$ cat src/rtl/pwm_cmd_scheduler.sv
`default_nettype none
// +-------------------------------------------------------------------------+
// | Module   : pwm_cmd_scheduler                                            |
// | Brief    : Queues decoded UART command packets and applies them to the  |
// |            PWM/DAC channel bank one at a time, stopping a channel while |
// |            its configuration is rewritten.                              |
// | Revision : 1.0                                                          |
// +-------------------------------------------------------------------------+
module pwm_cmd_scheduler #(
    parameter int _NUM_CHANNELS = 3,
    parameter int _PAT_WIDTH    = 32,
    parameter int _FIFO_DEPTH   = 4,
    parameter int _TIMEOUT      = 1000
) (
    input  logic                          clk_50M,
    input  logic                          rst_n,
    input  logic [7:0]                    func_reg,
    input  logic [79:0]                   pkt_data,
    input  logic                          pack_done,
    input  logic [_NUM_CHANNELS-1:0]      ch_busy,
    output logic [_NUM_CHANNELS-1:0]      ch_en,
    output logic                          cfg_wr,
    output logic [7:0]                    cfg_ch,
    output logic [7:0]                    cfg_duty,
    output logic [15:0]                   cfg_dessert,
    output logic [7:0]                    cfg_num,
    output logic [_PAT_WIDTH-1:0]         cfg_pat,
    output logic                          cmd_drop,
    output logic                          cmd_err,
    output logic [7:0]                    drop_cnt,
    output logic [$clog2(_FIFO_DEPTH):0]  fifo_level
);

    localparam int                  c_PTR_W     = $clog2(_FIFO_DEPTH);
    localparam int                  c_TO_W      = $clog2(_TIMEOUT + 1);
    localparam logic [c_PTR_W:0]    c_FULL      = _FIFO_DEPTH[c_PTR_W:0];
    localparam logic [c_PTR_W:0]    c_PTR_ONE   = 1;
    localparam logic [c_TO_W-1:0]   c_TO_LAST   = c_TO_W'(_TIMEOUT - 1);
    localparam logic [c_TO_W-1:0]   c_TO_ONE    = 1;
    localparam logic [7:0]          c_FN_CONFIG = 8'h01;
    localparam logic [7:0]          c_FN_ENABLE = 8'h02;
    localparam logic [7:0]          c_FN_ABORT  = 8'h03;

    localparam logic [2:0] c_IDLE      = 3'd0;
    localparam logic [2:0] c_DECODE    = 3'd1;
    localparam logic [2:0] c_WAIT_IDLE = 3'd2;
    localparam logic [2:0] c_WRITE     = 3'd3;
    localparam logic [2:0] c_RESTORE   = 3'd4;

    logic [2:0]                 state_q, state_d;
    logic [87:0]                fifo_mem_q [_FIFO_DEPTH];
    logic [c_PTR_W:0]           wr_ptr_q, rd_ptr_q, level;
    logic [87:0]                cmd_q;
    logic [_NUM_CHANNELS-1:0]   ch_en_q, ch_mask;
    logic                       en_save_q;
    logic [c_TO_W-1:0]          to_cnt_q;
    logic [7:0]                 cfg_ch_q, cfg_duty_q, cfg_num_q, drop_cnt_q;
    logic [15:0]                cfg_dessert_q;
    logic [_PAT_WIDTH-1:0]      cfg_pat_q;
    logic                       cmd_drop_q;

    logic       abort, push_req, full, push, drop, pop;
    logic [7:0] cmd_func, cmd_ch;
    logic       cmd_bad, busy_sel, to_hit;
    logic       unused_cmd_bits;

    // ABORT never enters the queue; everything else is queued and judged at decode
    assign abort    = pack_done && (func_reg == c_FN_ABORT);
    assign push_req = pack_done && (func_reg != c_FN_ABORT);
    assign level    = wr_ptr_q - rd_ptr_q;
    assign full     = (level == c_FULL);
    assign push     = push_req && !full;
    assign drop     = push_req && full;
    assign pop      = (state_q == c_IDLE) && (level != '0) && !abort;

    assign cmd_func        = cmd_q[87:80];
    assign cmd_ch          = cmd_q[79:72];
    assign unused_cmd_bits = ^cmd_q[71:65];

    for (genvar i = 0; i < _NUM_CHANNELS; i++) begin : g_mask
        assign ch_mask[i] = (cmd_ch == 8'(i));
    end

    assign cmd_bad  = !(|ch_mask) || !((cmd_func == c_FN_CONFIG) || (cmd_func == c_FN_ENABLE));
    assign busy_sel = |(ch_busy & ch_mask);
    assign to_hit   = (to_cnt_q == c_TO_LAST);

    always_ff @(posedge clk_50M) begin
        if (push) begin
            fifo_mem_q[wr_ptr_q[c_PTR_W-1:0]] <= {func_reg, pkt_data};
        end
    end

    always_ff @(posedge clk_50M or negedge rst_n) begin
        if (!rst_n) begin
            state_q <= c_IDLE;
        end else begin
            state_q <= state_d;
        end
    end

    always_comb begin
        state_d = state_q;
        case (state_q)
            c_IDLE:      if (level != '0) state_d = c_DECODE;
            c_DECODE:    state_d = (!cmd_bad && cmd_func == c_FN_CONFIG) ? c_WAIT_IDLE : c_IDLE;
            c_WAIT_IDLE: begin
                if (!busy_sel) begin
                    state_d = c_WRITE;
                end else if (to_hit) begin
                    state_d = c_RESTORE;
                end
            end
            c_WRITE:     state_d = c_RESTORE;
            c_RESTORE:   state_d = c_IDLE;
            default:     state_d = c_IDLE;
        endcase
        if (abort) begin
            state_d = c_IDLE;
        end
    end

    always_comb begin
        cfg_wr  = 1'b0;
        cmd_err = 1'b0;
        if (!abort) begin
            cfg_wr  = (state_q == c_WRITE);
            cmd_err = ((state_q == c_DECODE) && cmd_bad) ||
                      ((state_q == c_WAIT_IDLE) && busy_sel && to_hit);
        end
    end

    always_ff @(posedge clk_50M or negedge rst_n) begin
        if (!rst_n) begin
            wr_ptr_q      <= '0;
            rd_ptr_q      <= '0;
            cmd_q         <= '0;
            ch_en_q       <= '0;
            en_save_q     <= 1'b0;
            to_cnt_q      <= '0;
            cfg_ch_q      <= '0;
            cfg_duty_q    <= '0;
            cfg_dessert_q <= '0;
            cfg_num_q     <= '0;
            cfg_pat_q     <= '0;
            cmd_drop_q    <= 1'b0;
            drop_cnt_q    <= '0;
        end else begin
            cmd_drop_q <= drop;
            if (drop && drop_cnt_q != 8'hFF) begin
                drop_cnt_q <= drop_cnt_q + 8'd1;
            end
            if (abort) begin
                wr_ptr_q <= '0;
                rd_ptr_q <= '0;
                ch_en_q  <= '0;
            end else begin
                if (push) begin
                    wr_ptr_q <= wr_ptr_q + c_PTR_ONE;
                end
                if (pop) begin
                    rd_ptr_q <= rd_ptr_q + c_PTR_ONE;
                    cmd_q    <= fifo_mem_q[rd_ptr_q[c_PTR_W-1:0]];
                end
                case (state_q)
                    c_DECODE: begin
                        if (!cmd_bad && cmd_func == c_FN_ENABLE) begin
                            ch_en_q <= (ch_en_q & ~ch_mask) | (ch_mask & {_NUM_CHANNELS{cmd_q[64]}});
                        end else if (!cmd_bad) begin
                            en_save_q <= |(ch_en_q & ch_mask);
                            ch_en_q   <= ch_en_q & ~ch_mask;
                            to_cnt_q  <= '0;
                        end
                    end
                    c_WAIT_IDLE: begin
                        to_cnt_q <= to_cnt_q + c_TO_ONE;
                        if (!busy_sel) begin
                            cfg_ch_q      <= cmd_ch;
                            cfg_duty_q    <= cmd_q[63:56];
                            cfg_dessert_q <= cmd_q[55:40];
                            cfg_num_q     <= cmd_q[39:32];
                            cfg_pat_q     <= _PAT_WIDTH'(cmd_q[31:0]);
                        end
                    end
                    c_RESTORE: begin
                        ch_en_q <= (ch_en_q & ~ch_mask) | (ch_mask & {_NUM_CHANNELS{en_save_q}});
                    end
                    default: ;
                endcase
            end
        end
    end

    assign ch_en       = ch_en_q;
    assign cfg_ch      = cfg_ch_q;
    assign cfg_duty    = cfg_duty_q;
    assign cfg_dessert = cfg_dessert_q;
    assign cfg_num     = cfg_num_q;
    assign cfg_pat     = cfg_pat_q;
    assign cmd_drop    = cmd_drop_q;
    assign drop_cnt    = drop_cnt_q;
    assign fifo_level  = level;

endmodule
`default_nettype wire
$ cat config.mk
export PLATFORM = sky130hd
export DESIGN_NAME = pwm_cmd_scheduler
export DESIGN_NICKNAME = d
export VERILOG_FILES = /design/src/rtl/pwm_cmd_scheduler.sv
export SDC_FILE = /design/constraint.sdc
export NUM_CORES = 1
export LEC_CHECK = 0
export CAP_MARGIN = 0
export CORE_MARGIN = 8
export CORE_UTILIZATION = 60
export CTS_BUF_LIST = sky130_fd_sc_hd__clkbuf_4 sky130_fd_sc_hd__clkbuf_8
export DETAILED_ROUTE_END_ITERATION = 6
export PLACE_DENSITY = 0.84
export SETUP_SLACK_MARGIN = 0.02
export SLEW_MARGIN = 25
export SYNTH_ARGS = -nofsm -noshare
export SYNTH_HDL_FRONTEND = slang
export SYNTH_SLANG_ARGS = --single-unit
$ cat constraint.sdc
create_clock -name clk_50M -period 11.7 [get_ports clk_50M]
set_input_delay 1.755 -clock clk_50M [delete_from_list [all_inputs] [get_ports clk_50M]]
set_output_delay 1.755 -clock clk_50M [all_outputs]
set_load 0.005 [all_outputs]
; ---- Word level (Yosys, flattened, before mapping)
; Memories as Yosys holds them, arrays and structs flattened. A register that Yosys moved wholly into a read port is not among the register bits.
; Index checks and enable logic that the tools add are counted.
[op_classes]
n_addsub = 5
mux = 21
eq_ne = 18
reduce_logical = 37
bitwise = 12
[ops]
columns = cell, n
row1 = $mux 3, 11
row2 = $eq 8x2->1 const B, 3
row3 = $mux 10, 2
row4 = $pmux 10 s2, 1
row5 = $eq 8x1->1 const B, 2
row6 = $and 3x3->3, 5
row7 = $logic_and 1x1->1, 12
row8 = $pmux 3 s4, 1
row9 = $add 10x1->10 const B, 1
row10 = $eq 10x10->1 const B, 1
row11 = $reduce_or 3->1, 3
row12 = $add 8x1->8 const B, 1
row13 = $logic_not 8->1, 1
row14 = $ne 8x2->1 const B, 1
row15 = $ne 8x8->1 const B, 1
row16 = $reduce_and 4->1, 2
row17 = $add 3x1->3 const B, 2
row18 = $eq 3x2->1 const B, 2
row19 = $eq 3x3->1 const B, 2
row20 = $logic_not 1->1, 6
row21 = $or 3x3->3, 2
row22 = $pmux 3 s2, 1
row23 = $reduce_and 2->1, 3
row24 = $reduce_bool 2->1, 3
row25 = other kinds (14), 24
[word_totals]
word_cells = 107
regBits = 104
ram_bits = 352
memories = 1
[memory_table]
columns = name, words, width, read_ports, rd_ports_with_merged_regs, wr, line
row1 = fifo_mem_q, 4, 88, 1, 1, 1, 51  ; logic [87:0] fifo_mem_q [_FIFO_DEPTH];

; ---- Logic depth before layout (Yosys ltp)
; Gate-level depths: netlist of the first run.
[depth]
depth_word = 9
mapped_depth = 11

; ---- Least setup slack after synthesis of the first run
; Ideal clock, no wire load.
[synth_timing]
kind = in2reg
start = in func_reg[2]
end = mem fifo_mem_q[3][0] (enable)
stages = 3
n_path_buf = 0
path_slack_ns = 6.892
required_ns = 11.250
arrival_time_ns = 4.358
cell_sequence = and4bb_1 a21oi_1 and3_1
[synth_via]
elab_chain_cells = 5
[synth_lines]
columns = item, line
row1 = "start, declared", 17  ; input logic [7:0] func_reg,
row2 = $ne 8x2->1, 69  ; assign push_req = pack_done && (func_reg != c_FN_ABORT);
row3 = $logic_and 1x1->1, 69
row4 = $logic_and 1x1->1, 72  ; assign push = push_req && !full;
row5 = $mux 1, 89  ; if (push) begin
row6 = $mux 1 (not written as such), 90  ; fifo_mem_q[wr_ptr_q[c_PTR_W-1:0]] <= {func_reg, pkt_data};
row7 = "end, declared", 51
; Every way passes these cells.

; ---- Worst setup path after layout of the first run
[layout_timing]
start = in func_reg[4]
end = out cmd_err
[layout_via]
elab_chain_cells = 3
[layout_lines]
columns = item, line
row1 = $eq 8x2->1, 68  ; assign abort = pack_done && (func_reg == c_FN_ABORT);
row2 = $logic_and 1x1->1, 68
row3 = $mux 1, 126  ; if (!abort) begin
row4 = "end, declared", 29  ; output logic cmd_err,
; Every way passes these cells.

==> reports/results.txt, run 1 <==
CTS tree: done
GR Util met2: 34.40%
Reg2reg start: rd_ptr_q[0]$_DFFE_PN0P_
Detail Route Antenna Nets: 0
Number of synthesized register bits: 509
Reg clk slew, reported paths: 0.06 ns
First-pass GRT wire length: 60.51 mm
Post-CTS Resized: 0
GRT met3 Usage: 4.883%
Share of cells above drive strength 1: 31.28%
RSZ-0062 raised after global routing: no
Crit path max-delay cell type: and3_1
Fin util: 73.24%
Worst hold endpoint: cfg_pat[25]$_DFFE_PN0P_
1st-iter DRT viols: 619
Grt total ovfl: 0
RD Place Congestion: 0.8061
Ys Warns: 0
Hold Buf Count CTS: 0
Slew margin rel.: 34.61%
GRT busiest layer: met2
Longest Clk Path Bufs: 3
Crit end category: output port
PortBufs: 175
Cells after DPL: 1503
Status: finished clean
CP Buf/Inv Count: 2
Post-Syn Nets: 1057
Arr. time, crit path: 4.03 ns
Die area: 38240 µm²
TNS Setup: 0 ns
Hold Path Stages: 1
Clk sinks: 509
Post-synthesis sequential area ratio: 74.24%
Period utilization: 49.48%
Horiz. Die Dim: 195.5 µm
H-tree depth: 3
P&R area growth vs syn: 19.80%
# setup viols final: 0
Crit path launch type: input port
Multi-input gate area: 4727 µm²
Critical Path RT: 9.95 ns
Vias/cell: 5.888
Layout Skew: 0.02867 ns
Detailed Routing Iterations Pass 1: 5
Largest net degree at the start of global routing: 67
Pwr dens: 254.5 nW/µm²
Max Freq: 172.7 MHz
Routed vias: 9715
Wirelength, routed: 38.10 mm
# IOs: 183
Setup bufs post-CTS: 0
Distinct cells, synth: 59
Hold crit path type: reg -> reg
Fin cells: 1650
Initial antenna violation count: 3
Max_cap viols: 0
LEAKAGE: 8.693 nW
CP max stage delay: 0.74 ns
Cell area after synthesis: 19340 µm²
FP Rows: 65
Reg area: 14370 µm²
Cells along the critical path: clkdlybuf4s50_1 > nor4_2 > and3_1 > a21oi_1 > clkdlybuf4s50_1
Mean post-synth cell area: 20.27 µm²
CP max FO: 19
Worst-margin pin slew: 0.9808 ns
Nets: 1285
Cell family with most CP delay: simple AND/OR/NAND/NOR gates
Slew Viols, Final: 0
Total CTS buffers: 79
VDD IR max: 0.1683 mV
Die height: 195.5 µm
Hold Vio Cnt, Final: 0
Grt met1 use: 25.97%
Final HPWL DP: 22.03 mm
DRC viols: 0
Filler instances: 1834
Prevailing post-synth register cell: edfxtp_1
Vias in the first global route: 10.60k
Yosys top cell area share: 50.30%
Starting density of the core: 61.14%
Register-to-register setup slack: 8.02 ns
Tmin final: 5.789 ns
WL per Instance: 23.09 µm
Critical path class: in -> out
Post-synth EDFFs: 324
Synth Instances: 954
Core area: 31640 µm²
Root cell of the clock tree: clkbuf_8
R2r endpoint: fifo_mem_q[1][21]$_DFFE_PP_
Cell taking the most area after synthesis: edfxtp_1
Clk_lat worst skew: 0.60 ns
FFs w/ async S/R, synth: 36.35%
Reg2Reg Depth: 7
Hold_sp: cmd_q[25]$_DFFE_PN0P_
Most used cell, CP: clkdlybuf4s50_1
Total Routing Usage GR: 20.39%
Area contributors post-synth: edfxtp_1 (50%), dfrtp_1 (24%), mux4_2 (9.4%)
[power breakdown]
| group | switching [mW] | total, mW | internal (mW) |
|---|---|---|---|
| clock | 0.674 | 1.55 | 0.877 |
| sequential | 0.262 | 2.73 | 2.47 |
| combinational | 0.740 | 1.62 | 0.876 |
| total | 1.68 | 5.90 | 4.22 |
[worst reg2reg max path, cell delays in order (launching register included)]
cell and delay, ns:
dfrtp_4 0.77, ha_1 0.33, fa_1 0.38, xnor3_1 0.28, inv_2 0.06, nand3_2 0.13, and3_4 0.48, buf_4 0.80
[flip-flops by register name, summed over array words and instances (netlist names)]
signal       cells
cfg_ch           8
cfg_dessert     16
cfg_duty         8
cfg_num          8
cfg_pat         32
ch_en            3
cmd_drop         1
cmd_q           81
drop_cnt         8
en_save_q        1
fifo_mem_q     324
rd_ptr_q         3
state_q          3
to_cnt_q        10
wr_ptr_q         3
[placed cells by master (no fill, tap or decap), types with 12 or more instances in the layout]
cell | netlist | routed
nor2_1 | 13 | 13
clkbuf_4 | 0 | 34
mux2_1 | 22 | 22
dfrtp_1 | 185 | 183
nand2_1 | 17 | 17
clkdlybuf4s50_1 | 0 | 174
mux4_2 | 81 | 81
mux2_2 | 135 | 135
nand3_1 | 12 | 12
clkbuf_8 | 0 | 89
edfxtp_1 | 324 | 324
a21oi_1 | 13 | 13
[cell families after synthesis]
logic type | Yosys count | share of synthesized area, %
buffers and inverters | 48 | 1.423
XOR/XNOR | 9 | 0.5176
flip-flops | 509 | 74.24
adder cells (fa/ha/maj) | 9 | 0.6211
AO/OA/AOI/OAI | 44 | 1.650
multiplexers | 242 | 18.78
AND/OR/NAND/NOR | 93 | 2.769
[final cells by class]
type | count | share of cell area (%)
clock buffer | 122 | 6.329
sequential | 509 | 62.00
clock inverter | 24 | 0.9882
multi-input combinational | 397 | 20.40
tap | 402 | 2.171
antenna | 1 | 0.01080
inverter | 9 | 0.1512
timing repair buffer | 186 | 7.949
[per-stage QoR]
stage | total power, mW | hold WS [ns] | worst slack (ns) | cell area, µm²
6_report | 5.896 | 0.4780 | 5.911 | 23170
5_1_grt | 6.207 | 0.4933 | 5.789 | 23170
4_1_cts | 5.984 | 0.4669 | 5.923 | 23160
3_5_place_dp | 4.412 | 0.4737 | 5.938 | 21470
3_3_place_gp | 4.328 | 0.4615 | 5.916 | 21470
2_1_floorplan | 3.890 | 0.4503 | 6.892 | 19340
[worst max-delay path by stage]
stage           startpoint                          to  slack [ns]  cells after the start
5_1_grt        func_reg[4]                     cmd_err        5.79                      5
3_5_place_dp   func_reg[5]                     cmd_err        5.94                      5
2_1_floorplan  func_reg[2]  fifo_mem_q[3][0]$_DFFE_PP_        6.89                      3
6_report       func_reg[4]                     cmd_err        5.91                      5
4_1_cts        func_reg[4]                     cmd_err        5.92                      5
3_3_place_gp   func_reg[5]                     cmd_err        5.92                      5
[layer usage]
metal / vias up / wire, µm
li1: 4269 / -
met1: 5085 / 15550
met2: 293 / 19530
met3: 64 / 2290
met4: 4 / 714
met5: - / 22
[synthesized netlist by cell type (4+ instances only)]
master     instances
inv_1              7
nor3_1             8
mux2i_1            4
mux4_2            81
dfrtp_1          185
buf_4              8
ha_1               8
nand2_1           17
a21oi_1           13
mux2_2           135
clkbuf_1          11
o2bb2ai_1          5
edfxtp_1         324
buf_1              9
nand3_1           12
nor2_1            13
a31oi_1            5
and3_1             8
nor4_1             5
nand4_1            5
mux2_1            22
xor2_1             4
buf_6              8
No activity file was read; power rests on OpenSTA's default activity.
==> run 2, diff against run 1 <==
--- a/config.mk
+++ b/config.mk
@@ -7,10 +7,10 @@
 export LEC_CHECK = 0
 export CAP_MARGIN = 0
 export CORE_MARGIN = 8
-export CORE_UTILIZATION = 60
+export CORE_UTILIZATION = 53
 export CTS_BUF_LIST = sky130_fd_sc_hd__clkbuf_4 sky130_fd_sc_hd__clkbuf_8
 export DETAILED_ROUTE_END_ITERATION = 6
-export PLACE_DENSITY = 0.84
+export PLACE_DENSITY = 0.79
 export SETUP_SLACK_MARGIN = 0.02
 export SLEW_MARGIN = 25
 export SYNTH_ARGS = -nofsm -noshare
==> constraint.sdc (replaced) <==
create_clock -name clk_50M -period 4.7 [get_ports clk_50M]
set_input_delay 0.705 -clock clk_50M [delete_from_list [all_inputs] [get_ports clk_50M]]
set_output_delay 0.705 -clock clk_50M [all_outputs]
set_load 0.005 [all_outputs]
==> run 2 against run 1 <==
Compared with the run above: total power up 150%; hold slack got worse by 0.29 ns; via count is 1.2% lower; register-to-register slack got worse by 6.6 ns; sequential share of layout area fell by 0.45 points; combinational power rose to 2.6 times the previous value; worst setup slack lost 5.4 ns; flip-flop and latch count unchanged; count of clock-buffer cells in the layout unchanged; critical path depth up 1; final cell count up 4.6%; clock power is 140% higher.
==> reports/results.txt, run 2 (synthesized netlist as in run 1, its figures left out) <==
Status: finished clean
RD Place Congestion: 0.7938 (-1.5%)
Max Freq: 237.2 MHz
Vias in the first global route: 10.45k (-1.4%)
DRC viols: 0 (unchanged)
Reg clk slew, reported paths: 0.06 ns (about the same)
# setup viols final: 0 (unchanged)
Nets: 1295 (+0.78%)
Internal: 10.53 mW (+150%)
Period utilization: 89.70%
TNS Setup: 0 ns (unchanged)
Layout Skew: 0.02517 ns (-0.003505 ns)
Vias/cell: 5.563 (-5.5%)
CP max stage delay: 0.71 ns (-0.03 ns)
Slew Viols, Final: 0 (unchanged)
Fin area: 23340 µm² (+0.73%)
Max_cap viols: 0 (unchanged)
Reg2Reg Depth: 5 (-2)
Arr. time, crit path: 3.51 ns (-0.52 ns)
H-tree depth: 3 (unchanged)
Psw: 4.114 mW (+150%)
Crit path depth: 6 (+1)
Tmin final: 4.216 ns
Flop pwr share: 45.9% (-0.4 points)
Cells along the critical path: nor4_1 > nand2_1 > nor4_1 > nand2_1 > a21oi_1 > clkdlybuf4s50_1
Worst-margin pin slew: 0.9606 ns (-0.02021 ns)
Post-CTS Resized: 0 (unchanged)
Commonest cells after routing, fill and taps aside: edfxtp_1 (324), dfrtp_1 (183), clkdlybuf4s50_1 (174), mux2_2 (135), clkbuf_8 (87)
CP Buf/Inv Count: 1 (-1)
Die area: 42860 µm² (+12%)
Setup bufs post-CTS: 0 (unchanged)
Largest net degree at the start of global routing: 105 (+57%)
# IOs: 183 (unchanged)
Crit path launch type: flop
VDD IR max: 0.3719 mV (+120%)
Slew margin rel.: 35.72% (+1.1 points)
Starting density of the core: 53.34% (-7.8 points)
Total CTS buffers: 78 (-1.3%)
Logic pwr share: 28.4% (+1.0 points)
Hold Buf Count CTS: 0 (unchanged)
Grt total ovfl: 0 (unchanged)
Sw frac: 28.09% (-0.33 points)
Max FFs per register: 324 (unchanged)
Fin cells: 1726 (+4.6%)
Placed standard-cell area: 21700 µm² (+1.1%)
Cells after DPL: 1580 (+5.1%)
Most common cell after layout, fill and taps aside: edfxtp_1
Clk_lat worst skew: 0.63 ns (+0.03 ns)
Share of cells above drive strength 1: 31.58% (+0.30 points)
Crit path max-delay cell type: nor4_1
Cell family with most CP delay: simple AND/OR/NAND/NOR gates
Detailed Routing Iterations Pass 1: 5 (unchanged)
LEAKAGE: 8.718 nW (+0.30%)
Total Routing Usage GR: 17.70% (-2.7 points)
1st-iter DRT viols: 637 (+2.9%)
Critical path class: reg -> out
Clock power frac: 25.7% (-0.6 points)
RSZ-0062 raised after global routing: no
P&R area growth vs syn: 20.68%
Hold slack: 0.1917 ns (-0.2862 ns)
Wirelength, routed: 37.83 mm (-0.71%)
Horiz. Die Dim: 207.0 µm (+5.9%)
WL per Instance: 21.92 µm (-5.1%)
Routed vias: 9602 (-1.2%)
Crit end category: output port
Initial antenna violation count: 3 (unchanged)
Detail Route Antenna Nets: 0 (unchanged)
Hold Vio Cnt, Final: 0 (unchanged)
Clk sinks: 509 (unchanged)
Pwr dens: 627.5 nW/µm² (+150%)
Critical Path RT: 3.99 ns (-5.96 ns)
Final HPWL DP: 22.76 mm (+3.3%)
PortBufs: 175 (unchanged)
Longest Clk Path Bufs: 3 (unchanged)
CTS tree: done
First-pass GRT wire length: 59.16 mm (-2.2%)
Hold crit path type: in -> async
CP max FO: 8 (-11)
Core area: 36260 µm² (+15%)
Die height: 207.0 µm (+5.9%)
FP Rows: 70 (+7.7%)
Root cell of the clock tree: clkbuf_8
-- run 2: cell count changes in the layout (fill, tap and decap cells not counted), moves of 2 or more --
cell	before	now
buf_12	0	5
buf_4	10	17
clkbuf_4	34	36
clkbuf_8	89	87
clkinv_2	10	7
clkinvlp_4	1	5
diode_2	1	4
inv_6	2	0
inv_8	3	0
-- run 2: worst paths after layout --
path                                  startpoint                      end  slack, ns
setup / recovery           cmd_q[75]$_DFFE_PN0P_                  cmd_err       0.48
hold / removal                             rst_n    cmd_q[82]$_DFFE_PN0P_       0.19
setup reg to reg           cmd_q[75]$_DFFE_PN0P_  cfg_pat[12]$_DFFE_PN0P_       1.40
hold reg to reg            cmd_q[17]$_DFFE_PN0P_  cfg_pat[17]$_DFFE_PN0P_       0.48
max in group asynchronous                  rst_n    cmd_q[11]$_DFFE_PN0P_       3.43
min in group clk_50M       cmd_q[17]$_DFFE_PN0P_  cfg_pat[17]$_DFFE_PN0P_       0.48
-- run 2: cell type report --
type,count,area (µm²)
multi-input combinational,397,4727
sequential,509,14370
tap,468,585.6
inverter,9,35.03
clock inverter,20,180.2
clock buffer,122,1454
timing repair buffer,197,1983
antenna,4,10.01
fill,2478,12920
-- run 2: power by group through the flow --
stage | Sequential, mW | Clock, mW | Combinational (mW)
2_1_floorplan | 6.57 | 0 | 3.11
3_3_place_gp | 6.75 | 0 | 4.12
3_5_place_dp | 6.83 | 0 | 4.24
4_1_cts | 6.75 | 3.85 | 4.26
5_1_grt | 6.87 | 4.03 | 4.51
6_report | 6.73 | 3.76 | 4.16
-- run 2: per-layer routing --
layer  wire (µm)  track usage, %  vias up  share of wire, %
met4         682           6.335        0               1.8
met3        1908           4.378       44               5.0
met1       16040           22.28     5052                42
met5           0               0        -                 0
met2       19190           29.70      232                51
li1            -               -     4274                 -
-- run 2: per-stage QoR --
step / total power, mW / setup WS, ns / util [%]
2_1_floorplan: 9.684 / 0.8782 / -
3_3_place_gp: 10.88 / 1.124 / 59.84
3_5_place_dp: 11.07 / 1.108 / 59.84
4_1_cts: 14.86 / 0.4542 / 64.34
5_1_grt: 15.41 / 0.1231 / 64.35
6_report: 14.65 / 0.4839 / 64.37
==> run 3, diff against run 2 <==
--- a/config.mk
+++ b/config.mk
@@ -7,10 +7,11 @@
 export LEC_CHECK = 0
 export CAP_MARGIN = 0
 export CORE_MARGIN = 8
-export CORE_UTILIZATION = 53
+export CORE_UTILIZATION = 45
 export CTS_BUF_LIST = sky130_fd_sc_hd__clkbuf_4 sky130_fd_sc_hd__clkbuf_8
 export DETAILED_ROUTE_END_ITERATION = 6
-export PLACE_DENSITY = 0.79
+export MAX_ROUTING_LAYER = met4
+export PLACE_DENSITY = 0.69
 export SETUP_SLACK_MARGIN = 0.02
 export SLEW_MARGIN = 25
 export SYNTH_ARGS = -nofsm -noshare
==> run 3 against run 2 <==
Compared with the run above: clock skew about the same; total power increased by 4.2%; global-route usage decreased by 1.2 points; count of clock-buffer cells in the layout increased by 13; routed wire length increased by 2.8%; critical endpoint unchanged; largest cell class unchanged.
==> reports/results.txt, run 3 (synthesized netlist as in run 1, its figures left out) <==
Most common cell after layout, fill and taps aside: edfxtp_1
Reg2reg start: cmd_q[75]$_DFFE_PN0P_
Reg clk slew, reported paths: 0.06 ns (about the same)
Nets: 1304 (+0.69%)
CP max FO: 8 (unchanged)
RD Place Congestion: 0.7813 (-1.6%)
Total Routing Usage GR: 16.48% (-1.2 points)
Largest net degree at the start of global routing: 118 (+12%)
H-tree depth: 3 (unchanged)
P&R area growth vs syn: 23.10%
Reg2Reg Depth: 5 (unchanged)
Die height: 223.3 µm (+7.9%)
RSZ-0062 raised after global routing: no
Longest Clk Path Bufs: 3 (unchanged)
Detail Route Antenna Nets: 0 (unchanged)
LEAKAGE: 8.914 nW (+2.2%)
CP max stage delay: 0.66 ns (-0.05 ns)
Logic pwr share: 28.2% (-0.2 points)
Psw: 4.261 mW (+3.6%)
Hold crit path type: in -> async
Crit path launch type: flop
Arr. time, crit path: 3.52 ns (about the same)
Total CTS buffers: 86 (+10%)
Worst-margin pin slew: 0.9372 ns (-0.02340 ns)
Period utilization: 89.89% (+0.19 points)
Die area: 49870 µm² (+16%)
Post-CTS Resized: 0 (unchanged)
Grt total ovfl: 0 (unchanged)
Root cell of the clock tree: clkbuf_8
Fin util: 55.64% (-8.7 points)
Core area: 42790 µm² (+18%)
Status: finished clean
Max_cap viols: 0 (unchanged)
Crit path max-delay cell type: nor4_1
Hold slack: 0.06195 ns (-0.1298 ns)
PortBufs: 175 (unchanged)
Cell family with most CP delay: simple AND/OR/NAND/NOR gates
Post-Place Worst Slack: 1.093 ns (-0.01490 ns)
VDD IR max: 0.3351 mV (-9.9%)
Detailed Routing Iterations Pass 1: 5 (unchanged)
Routed vias: 9657 (+0.57%)
Sw frac: 27.92% (-0.16 points)
GRT met3 Usage: 4.491% (+0.11 points)
R2r endpoint: cfg_num[1]$_DFFE_PN0P_
Flop pwr share: 43.5% (-2.4 points)
Commonest cells after routing, fill and taps aside: edfxtp_1 (324), dfrtp_1 (183), clkdlybuf4s50_1 (174), mux2_2 (135), clkbuf_8 (106)
Hold Buf Count CTS: 0 (unchanged)
Cells along the critical path: nor4_1 > nand2_1 > nor4_1 > nand2_1 > a21oi_1 > clkdlybuf4s50_1
Initial antenna violation count: 3 (unchanged)
CP Buf/Inv Count: 1 (unchanged)
Setup bufs post-CTS: 0 (unchanged)
FP Rows: 76 (+8.6%)
GR Util met2: 26.28% (-3.4 points)
GRT busiest layer: met2
Slew Viols, Final: 0 (unchanged)
Max Freq: 236.7 MHz (-0.21%)
Clk sinks: 509 (unchanged)
First-pass GRT wire length: 61.35 mm (+3.7%)
WL per Instance: 21.33 µm (-2.7%)
Crit end category: output port
Max FFs per register: 324 (unchanged)
Grt met1 use: 20.20% (-2.1 points)
Multi-input gate area: 4727 µm² (unchanged)
Vias/cell: 5.294 (-4.8%)
Tot Pwr: 15.26 mW (+4.2%)
Filler instances: 3308 (+33%)
Register-to-register setup slack: 1.57 ns (+0.17 ns)
Slew margin rel.: 37.52% (+1.8 points)
# setup viols final: 0 (unchanged)
TNS Setup: 0 ns (unchanged)
Clock power frac: 28.3% (+2.6 points)
Starting density of the core: 45.20% (-8.1 points)
Final worst setup slack: 0.4751 ns (-0.008803 ns)
Tmin final: 4.225 ns (+0.008803 ns)
Critical path class: reg -> out
Layout Skew: 0.02512 ns (-0.00004530 ns)
Final HPWL DP: 23.26 mm (+2.2%)
Share of cells above drive strength 1: 32.63% (+1.0 points)
Reg area: 14370 µm² (unchanged)
Vias in the first global route: 10.56k (+1.1%)
Horiz. Die Dim: 223.3 µm (+7.9%)
CTS tree: done
Internal: 11.00 mW (+4.4%)
DRC viols: 0 (unchanged)
Pwr dens: 640.9 nW/µm² (+2.1%)
Hold Vio Cnt, Final: 0 (unchanged)
# IOs: 183 (unchanged)
Critical Path RT: 3.99 ns (about the same)
Wirelength, routed: 38.90 mm (+2.8%)
1st-iter DRT viols: 575 (-9.7%)
Clk_lat worst skew: 0.64 ns (about the same)
## run 3: cell count changes in the layout (fill, tap and decap cells not counted)
cell / previous run / this run
clkbuf_8: 87 / 106
clkbuf_4: 36 / 30
inv_6: 0 / 5
buf_12: 5 / 9
clkinvlp_4: 5 / 1
buf_4: 17 / 14
bufinv_16: 3 / 5
clkinv_2: 7 / 9
clkinv_1: 6 / 7
diode_2: 4 / 3
inv_8: 0 / 1
## run 3: worst max-delay path by stage
stage	startpoint	endpoint	cells past startpoint
after floorplan	wr_ptr_q[0]$_DFFE_PN0P_	fifo_mem_q[3][0]$_DFFE_PP_	7
after global placement	func_reg[5]	cfg_wr	6
after detailed placement	func_reg[5]	cfg_wr	6
after CTS	cmd_q[77]$_DFFE_PN0P_	cmd_err	6
after global routing	cmd_q[75]$_DFFE_PN0P_	cmd_err	6
final	cmd_q[75]$_DFFE_PN0P_	cmd_err	6
## run 3: cell type report
cell class / count / share of cell area [%]
antenna: 3 / 0.03153
inverter: 9 / 0.1471
clock buffer: 135 / 7.016
sequential: 509 / 60.34
multi-input combinational: 397 / 19.85
timing repair buffer: 198 / 8.571
tap: 546 / 2.869
clock inverter: 27 / 1.172
## run 3: layer usage
metal | vias up | part of all wire [%]
li1 | 4316 | -
met1 | 5057 | 42
met2 | 224 | 49
met3 | 60 | 6.2
met4 | 0 | 2.1
met5 | - | 0
## run 3: stage by stage
step	instance area [µm²]	std cells
6_report	23810	1824
5_1_grt	23810	1824
4_1_cts	23800	1821
3_5_place_dp	21850	1659
3_3_place_gp	21850	1659
2_1_floorplan	19340	954
## run 3: power by group through the flow
stage,logic [mW],registers [mW],clock network (mW)
floorplan,3.11,6.57,0
global route,4.70,6.78,4.62
finish,4.31,6.64,4.31
CTS,4.43,6.67,4.44
detailed placement,4.42,6.75,0
global placement,4.34,6.68,0
